==> src/rtl/vector_serializer.sv <==
// vector_serializer
//   Captures one WORDS*WIDTH-bit vector and streams it out one WIDTH-bit
//   word per transfer, lowest word first, with a valid/ready handshake on
//   both sides. A new vector can be accepted on the cycle the last beat
//   transfers, so back-to-back frames have no bubble.
//
//   Optional build macro: VECTOR_SERIALIZER_HEADER_EN
//     When defined, each frame is preceded by a header beat
//     {8'hA5, 8'h00, 16'(WORDS)}, giving WORDS+1 beats per frame.
//
// Ports
//   CLK            sole clock, rising edge
//   RST            synchronous active-high reset
//   in_heard__ENA  upstream delivers a vector this cycle
//   in_heard_v     vector payload, word k at [k*WIDTH +: WIDTH]
//   in_heard__RDY  block can accept a vector this cycle
//   out_word__ENA  one output word transfers this cycle
//   out_word_v     current output word
//   out_word_last  current word is the final beat of the frame
//   out_word__RDY  downstream can take a word this cycle

module vector_serializer #(
  parameter int unsigned WORDS = 22,
  parameter int unsigned WIDTH = 32
) (
  input  logic                   CLK,
  input  logic                   RST,
  input  logic                   in_heard__ENA,
  input  logic [WORDS*WIDTH-1:0] in_heard_v,
  output logic                   in_heard__RDY,
  output logic                   out_word__ENA,
  output logic [WIDTH-1:0]       out_word_v,
  output logic                   out_word_last,
  input  logic                   out_word__RDY
);

`ifdef VECTOR_SERIALIZER_HEADER_EN
  localparam int unsigned BEATS = WORDS + 1;
`else
  localparam int unsigned BEATS = WORDS;
`endif
  localparam int unsigned IDX_W = (BEATS > 1) ? $clog2(BEATS) : 1;
  localparam logic [IDX_W-1:0] LAST_IDX = IDX_W'(BEATS - 1);

  typedef enum logic {
    IDLE,
    SEND
  } state_t;

  state_t                 state, state_nxt;
  logic [IDX_W-1:0]       idx, idx_nxt;
  logic [WORDS*WIDTH-1:0] vec;
  logic                   capture;
  logic                   at_last;
  logic [WIDTH-1:0]       beat;

  always_ff @(posedge CLK) begin
    if (RST) begin
      state <= IDLE;
      idx   <= '0;
    end else begin
      state <= state_nxt;
      idx   <= idx_nxt;
    end
  end

  // Payload register carries no reset; capture is forced low during RST.
  always_ff @(posedge CLK) begin
    if (capture) begin
      vec <= in_heard_v;
    end
  end

  // Beat selection from the held vector (header occupies index 0 when enabled).
  always_comb begin
    beat = '0;
`ifdef VECTOR_SERIALIZER_HEADER_EN
    if (idx == '0) begin
      beat = WIDTH'({8'hA5, 8'h00, 16'(WORDS)});
    end else begin
      for (int unsigned k = 0; k < WORDS; k++) begin
        if (32'(idx) == k + 1) begin
          beat = vec[k*WIDTH +: WIDTH];
        end
      end
    end
`else
    for (int unsigned k = 0; k < WORDS; k++) begin
      if (32'(idx) == k) begin
        beat = vec[k*WIDTH +: WIDTH];
      end
    end
`endif
  end

  assign at_last = (idx == LAST_IDX);

  // All handshake outputs are gated by RST so nothing is offered or
  // accepted while reset is held, whatever state the register holds.
  always_comb begin
    state_nxt     = state;
    idx_nxt       = idx;
    capture       = 1'b0;
    in_heard__RDY = 1'b0;
    out_word__ENA = 1'b0;
    out_word_v    = '0;
    out_word_last = 1'b0;

    if (!RST) begin
      case (state)
        IDLE: begin
          in_heard__RDY = 1'b1;
          if (in_heard__ENA) begin
            capture   = 1'b1;
            idx_nxt   = '0;
            state_nxt = SEND;
          end
        end
        SEND: begin
          out_word__ENA = out_word__RDY;
          out_word_v    = beat;
          out_word_last = at_last;
          in_heard__RDY = at_last && out_word__RDY;
          if (out_word__RDY) begin
            if (at_last) begin
              idx_nxt = '0;
              if (in_heard__ENA) begin
                capture = 1'b1;
              end else begin
                state_nxt = IDLE;
              end
            end else begin
              idx_nxt = idx + IDX_W'(1);
            end
          end
        end
        default: begin
          state_nxt = IDLE;
        end
      endcase
    end
  end

endmodule

==> config.mk <==
export PLATFORM = sky130hd
export DESIGN_NAME = vector_serializer
export DESIGN_NICKNAME = d
export VERILOG_FILES = /design/src/rtl/vector_serializer.sv
export SDC_FILE = /design/constraint.sdc
export NUM_CORES = 1
export LEC_CHECK = 0
export ABC_AREA = 1
export BUFFER_PORTS_ARGS = -buffer_cell sky130_fd_sc_hd__buf_4
export CAP_MARGIN = 10
export CORE_AREA = 2 2 289 291
export CTS_BUF_LIST = sky130_fd_sc_hd__clkbuf_16
export DETAILED_ROUTE_END_ITERATION = 8
export DIE_AREA = 0 0 291 293
export HOLD_SLACK_MARGIN = 0.12
export PLACE_DENSITY_LB_ADDON = 0.3
export SYNTH_ARGS = -nofsm -noshare
export SYNTH_HDL_FRONTEND = slang
export SYNTH_SLANG_ARGS = --single-unit
==> constraint.sdc <==
create_clock -name CLK -period 177.9 [get_ports CLK]
set_input_delay 44.475 -clock CLK [delete_from_list [all_inputs] [get_ports CLK]]
set_output_delay 44.475 -clock CLK [all_outputs]
set_load 0.02 [all_outputs]
==> results.sh, run 1 <==
export IMPL_p_int_uw=295
export IMPL_postRouteAntennaNets=0
export IMPL_cts_setup_buffers=0
export IMPL_worstPathMaxFanout=22
export IMPL_top_layer="met5"
export IMPL_yosysMostFrequentCell="nand2_1"
export IMPL_fin_crit_ps=90520
export IMPL_relSlewSlack_pct=18.6
export IMPL_synthDistinctLibCells=34
export IMPL_dr_wl_met2_um=54000
export IMPL_muxShareOfSynthArea_pct=0
export IMPL_irDropWorstVdd_mv=0.00825
export IMPL_overflow=0
export IMPL_synthAdderAreaFrac_pct=0.212
export IMPL_synth_edff_count=704
export IMPL_p_leak_nw=15.8
export IMPL_tightest_slew_ps=1220
export IMPL_ys_warn_count=0
export IMPL_vias=21700
export IMPL_drcViolationCount=0
export IMPL_synth_top_family_by_area="simple AND/OR/NAND/NOR gates"
export IMPL_yosysSeqAreaShare_pct=72.0
export IMPL_ys_flop_type="edfxtp_1"
export IMPL_nNetsFinal=4043
export IMPL_core_mm2=0.0818
export IMPL_hold_viol_final=0
export IMPL_initial_core_util_pct=36.1
export IMPL_rows=105
export IMPL_fillers=7492
export IMPL_grt_max_degree=179
export IMPL_die_w_um=291
export IMPL_cts_tree="done"
export IMPL_clk_latency_ps=650
export IMPL_synth_commonest_cells="834 x nand2_1, 704 x edfxtp_1, 284 x nand3_1, 226 x inv_1, 120 x o21ai_0"
export IMPL_clockRootBuffer="clkbuf_16"
export IMPL_grt_antenna_before_repair=40
export IMPL_grt_first_pass_wirelength_um=150000
export IMPL_status="finished, final reports clean"
export IMPL_htree_levels=3
export IMPL_hp_class="reg -> reg"
export IMPL_gp_congestion=0.917
export IMPL_firstDrtPassIters=6
export IMPL_power_density_mw_per_mm2=9.87
export IMPL_switchingPower_uw=88.8
export IMPL_io_pins=743
export IMPL_maxCapViolations=0
export IMPL_cts_resized=0
export IMPL_viasPerCell=4.83
export IMPL_yosys_area_share_xor_xnor_pct=0
export IMPL_fin_worst_skew_ps=48.1
export IMPL_min_period_over_period_pct=50.9
export IMPL_met3_length_um=8920
export IMPL_post_synth_and_or_nand_nor_area_fraction_pct=19.3
export IMPL_cts_buffers=79
export IMPL_clock_sinks=710
export IMPL_critPathLaunchType="primary input"
export IMPL_yosys_area_top_type="edfxtp_1"
export IMPL_worst_ep_arrival_time_ps=46040
export IMPL_post_synth_top_area_fraction_pct=71.6
export IMPL_whs_ps=557
export IMPL_wl_met1_um=41300
export IMPL_rsz0062_at_grt="no"
export IMPL_cp_required_ps=133420
export IMPL_drive_gt1_share_pct=29.7
export IMPL_synth_avg_cell_area_um2=11.4
export IMPL_critical_path_class="in -> out"
export IMPL_drt_wl_total_um=107000
export IMPL_grtUsageTotal_pct=24.6
export IMPL_fin_setup_tns_ps=0
export IMPL_synth_nets=3302
export IMPL_synth_area_leaders="edfxtp_1 72%, nand2_1 11%, nand3_1 4.8%, inv_1 2.9%, o21ai_0 2.0%"
export IMPL_dpl_hpwl_um=80400
export IMPL_report_final_slew_viol_count=0
export IMPL_end_kind="output port"
export IMPL_pwr_share_comb_pct=8.3
export IMPL_setup_viol_count_final=0
export IMPL_fmax_ghz=0.0110
export IMPL_cts_buffer_depth=3
export IMPL_drt_iter0_markers=1879
export IMPL_dieArea_mm2=0.0853
export IMPL_area_growth_pct=31.5
export IMPL_power_frac_seq_pct=50.4
export IMPL_grt_pass1_vias=21600
export IMPL_synthCells=2589
export IMPL_io_buffers=742
export IMPL_async_reset_ff_share_pct=0
export IMPL_clk_pin_slew_ps=60
export IMPL_wl_per_cell_um=23.9
export IMPL_syn_area_mm2=0.0295
export IMPL_synth_seq_cells=710
export IMPL_clock_power_share_pct=41.4
export IMPL_synth_compound_area_share_pct=3.63
export IMPL_p_sw_share_pct=23.2
export IMPL_postCtsHoldBufs=0
export IMPL_die_y_um=293
## cells in the final DEF, fill, tap and decap left out, types with 6 or more instances in the layout
cell type,n
dfxtp_1,6
or2_1,15
or2_0,7
nand4_1,23
nand3_1,284
nor2_2,8
diode_2,26
o21ai_1,6
clkinv_2,19
inv_1,242
inv_2,14
nand2_1,834
o211ai_1,31
or2_2,81
a21oi_1,29
clkbuf_16,80
o21ai_0,120
buf_4,779
edfxtp_1,704
clkinv_1,20
nor2_4,6
nor2_1,46
## registers in the layout, indices dropped and copies added, names as in the netlist
register  cells
vec         704
idx           5
state         1
## worst paths after layout
kind,from,endpoint,slack [ps],depth (start not counted)
max,RST,out_word_v[0],87380,10
min reg2reg,state,state,560,2
max reg2reg,idx[2],vec[335],172150,13
min,state,state,560,2
## cell families (layout without fill, tap and decap cells)
group,count (synthesis),after routing
AO/OA/AOI/OAI,194,194
adder cells (fa/ha/maj),5,5
buffers and inverters,364,1167
flip-flops,710,710
other,0,26
AND/OR/NAND/NOR,1316,1316
## power groups by stage
stage / logic (mW) / clock network (mW) / registers, mW
after global routing: 0.0345 / 0.168 / 0.194
after CTS: 0.0323 / 0.162 / 0.193
after floorplan: 0.0109 / 0 / 0.208
after detailed placement: 0.0322 / 0 / 0.197
after global placement: 0.0318 / 0 / 0.197
final: 0.0317 / 0.159 / 0.193
## area by class of cell
class	instances	area (µm²)	area share, %
flip-flops and latches	710	21300	54.7
multi-input cells	1515	6870	17.7
repair buffers	780	5870	15.1
clock buffers	80	2000	5.15
well taps	1070	1340	3.45
inverters	244	916	2.36
clock inverters	63	523	1.35
diodes	26	65.1	0.168
## worst max-delay path, stage by stage
cell and delay (ps):
buf_4 150, nor2_1 110, buf_4 280, inv_1 100, nor2_1 210, clkinv_1 280
nor2_1 170, nand2_1 70, nand2_1 60, buf_4 140
## layer usage
| layer | GRT usage, % | up-vias |
|---|---|---|
| li1 | - | 10300 |
| met2 | 42.7 | 840 |
| met3 | 6.69 | 166 |
| met4 | 7.46 | 26 |
| met5 | 0 | - |
| met1 | 30.0 | 10300 |
## through the flow
stage | setup WS (ps) | power (mW) | cell area, µm² | std cells | util [%]
after floorplan | 83270 | 0.219 | 29500 | 2589 | -
after global placement | 87440 | 0.228 | 36200 | 4319 | 44.3
after detailed placement | 87440 | 0.229 | 36200 | 4319 | 44.3
after CTS | 87430 | 0.387 | 38800 | 4462 | 47.4
after global routing | 87200 | 0.397 | 38800 | 4480 | 47.4
final | 87380 | 0.383 | 38800 | 4488 | 47.5
No activity file was read; power rests on OpenSTA's default activity.
==> run 2, diff against run 1 <==
- CORE_AREA: 2 2 289 291 -> 2 2 285 287
- DIE_AREA: 0 0 291 293 -> 0 0 287 289
- clock period: 177.9 -> 87.9 ns (I/O delays scaled with it)
==> run 2 against run 1 <==
  * Clock skew decreased by 4.2 ps
  * Non-clock buffer count decreased by 1
  * Worst hold slack improved by 1.8 ps
  * Critical path type unchanged
==> results.sh, run 2 (synthesis results as in run 1) <==
export IMPL_hp_class="reg -> reg"
export IMPL_cts_buffers=80
export IMPL_cp_required_ps=65930
export IMPL_clk_pin_slew_ps=50
export IMPL_io_buffers=742
export IMPL_grt_antenna_before_repair=42
export IMPL_mostFrequentLayoutCell="nand2_1"
export IMPL_worstPathMaxFanout=22
export IMPL_r2r_cells=12
export IMPL_finish_instance_area_mm2=0.0388
export IMPL_r2r_start="idx[1]"
export IMPL_utilization_pct=48.6
export IMPL_tightest_slew_ps=1150
export IMPL_critPathSlowestCell="clkinv_1"
export IMPL_die_w_um=287
export IMPL_initial_core_util_pct=37.0
export IMPL_hold_depth=2
export IMPL_reg_top3="vec x704, idx x5, state x1"
export IMPL_report_final_slew_viol_count=0
export IMPL_nNetsFinal=4043
export IMPL_holdCritStartpoint="state"
export IMPL_worst_slack_ps=42360
export IMPL_placed_area_mm2=0.0362
export IMPL_mostFrequentLayoutCells="834 x nand2_1, 778 x buf_4, 704 x edfxtp_1, 284 x nand3_1, 241 x inv_1"
export IMPL_fin_setup_tns_ps=0
export IMPL_path_delay_family="buffers and inverters"
export IMPL_grt_first_pass_wirelength_um=144000
export IMPL_maxCapViolations=0
export IMPL_clock_sinks=710
export IMPL_fillers=7277
export IMPL_fin_worst_skew_ps=43.9
export IMPL_htree_levels=3
export IMPL_drive_gt1_share_pct=29.6
export IMPL_grtUsageTotal_pct=24.4
export IMPL_firstDrtPassIters=6
export IMPL_drt_iter0_markers=2023
export IMPL_dpl_hpwl_um=78200
export IMPL_seq_area_mm2=0.0213
export IMPL_p_leak_nw=15.7
export IMPL_grt_pass1_vias=21100
export IMPL_status="finished, final reports clean"
export IMPL_io_pins=743
export IMPL_drt_wl_total_um=105000
export IMPL_crit_path_cell_trace="buf_4 > nor2_1 > buf_4 > inv_1 > nor2_1 > clkinv_1 > nor2_1 > nand2_1 > nand2_1 > buf_4"
export IMPL_regMostFlops="vec"
export IMPL_gp_congestion=0.883
export IMPL_r2r_setup_slack_ps=82870
export IMPL_postRouteAntennaNets=0
export IMPL_area_growth_pct=31.4
export IMPL_r2r_end="vec[186]"
export IMPL_place_inst=4308
export IMPL_critical_path_class="in -> out"
export IMPL_cts_resized=0
export IMPL_core_mm2=0.0799
export IMPL_worst_ep_arrival_time_ps=23560
export IMPL_postCtsHoldBufs=0
export IMPL_rows=104
export IMPL_min_period_over_period_pct=51.8
export IMPL_crit_buf_inv=5
export IMPL_cts_tree="done"
export IMPL_critPathMaxStageDelay_ps=300
export IMPL_setup_viol_count_final=0
export IMPL_overflow=0
export IMPL_die_y_um=289
export IMPL_clockRootBuffer="clkbuf_16"
export IMPL_end_kind="output port"
export IMPL_largest_reg_flops=704
export IMPL_drcViolationCount=0
export IMPL_cts_setup_buffers=0
export IMPL_clk_latency_ps=640
export IMPL_min_to="state"
export IMPL_grt_max_degree=166
export IMPL_vias=21700
export IMPL_multi_input_area_mm2=0.00687
export IMPL_irDropWorstVdd_mv=0.0174
export IMPL_instances_no_fill=4482
export IMPL_hold_viol_final=0
export IMPL_critPathLaunchType="primary input"
export IMPL_rsz0062_at_grt="no"
export IMPL_relSlewSlack_pct=23.1
export IMPL_cts_buffer_depth=3
export IMPL_post_place_ws_ps=42440
export IMPL_viasPerCell=4.85
export IMPL_dieArea_mm2=0.0829
export IMPL_fin_crit_ps=45540
export IMPL_fmax_ghz=0.0220
export IMPL_wl_per_cell_um=23.4
export IMPL_power_density_mw_per_mm2=19.9
-- run 2: cell types whose count changed in the layout (fill, tap and decap cells not counted) --
| cell | change |
|---|---|
| inv_1 | -1 |
| buf_4 | -1 |
| clkinv_1 | +6 |
| nor2_2 | -1 |
| nor2_4 | +1 |
| clkinv_2 | -3 |
| inv_2 | +1 |
| clkinvlp_4 | +1 |
| diode_2 | +2 |
| clkinv_16 | -3 |
| clkinv_8 | +3 |
| clkinv_4 | -1 |
-- run 2: area by class of cell --
type / count / share of cell area (%)
Inverter: 244 / 2.36
Antenna cell: 28 / 0.181
Clock inverter: 66 / 1.26
Clock buffer: 80 / 5.16
Tap cell: 1060 / 3.42
Multi-Input combinational cell: 1515 / 17.7
Timing Repair Buffer: 779 / 15.1
Sequential cell: 710 / 54.8
-- run 2: tightest hold or removal path, delay by kind of cell, from the launching register on --
family         cells  cell delay, ps
AO/OA/AOI/OAI      2             180
flip-flops         1             330
-- run 2: routing by layer --
metal / up-vias / track usage (%) / share of wire (%)
li1: 10300 / - / -
met1: 10300 / 29.2 / 38
met2: 860 / 41.7 / 50
met3: 183 / 7.36 / 9.0
met4: 28 / 8.46 / 3.2
met5: - / 0 / 0.20
-- run 2: worst max-delay path by stage --
stage	start	cells past startpoint	slack (ps)	endpoint
6_report	RST	10	42360	out_word_v[6]
5_1_grt	RST	8	42220	out_word_v[27]
4_1_cts	RST	10	42440	out_word_v[0]
3_5_place_dp	RST	8	42440	out_word_v[27]
3_3_place_gp	RST	8	42490	out_word_v[12]
2_1_floorplan	out_word__RDY	4	15770	vec[0]
-- run 2: metrics by stage --
step / hold slack (ps) / total power [mW]
6_report: 558 / 0.773
5_1_grt: 607 / 0.798
4_1_cts: 551 / 0.780
3_5_place_dp: 544 / 0.463
3_3_place_gp: 538 / 0.462
2_1_floorplan: 507 / 0.443
-- run 2: power by group --
part	internal, mW	total [mW]	switching (mW)
combinational	0.0289	0.0639	0.0350
clock	0.179	0.318	0.139
sequential	0.388	0.391	0.00303
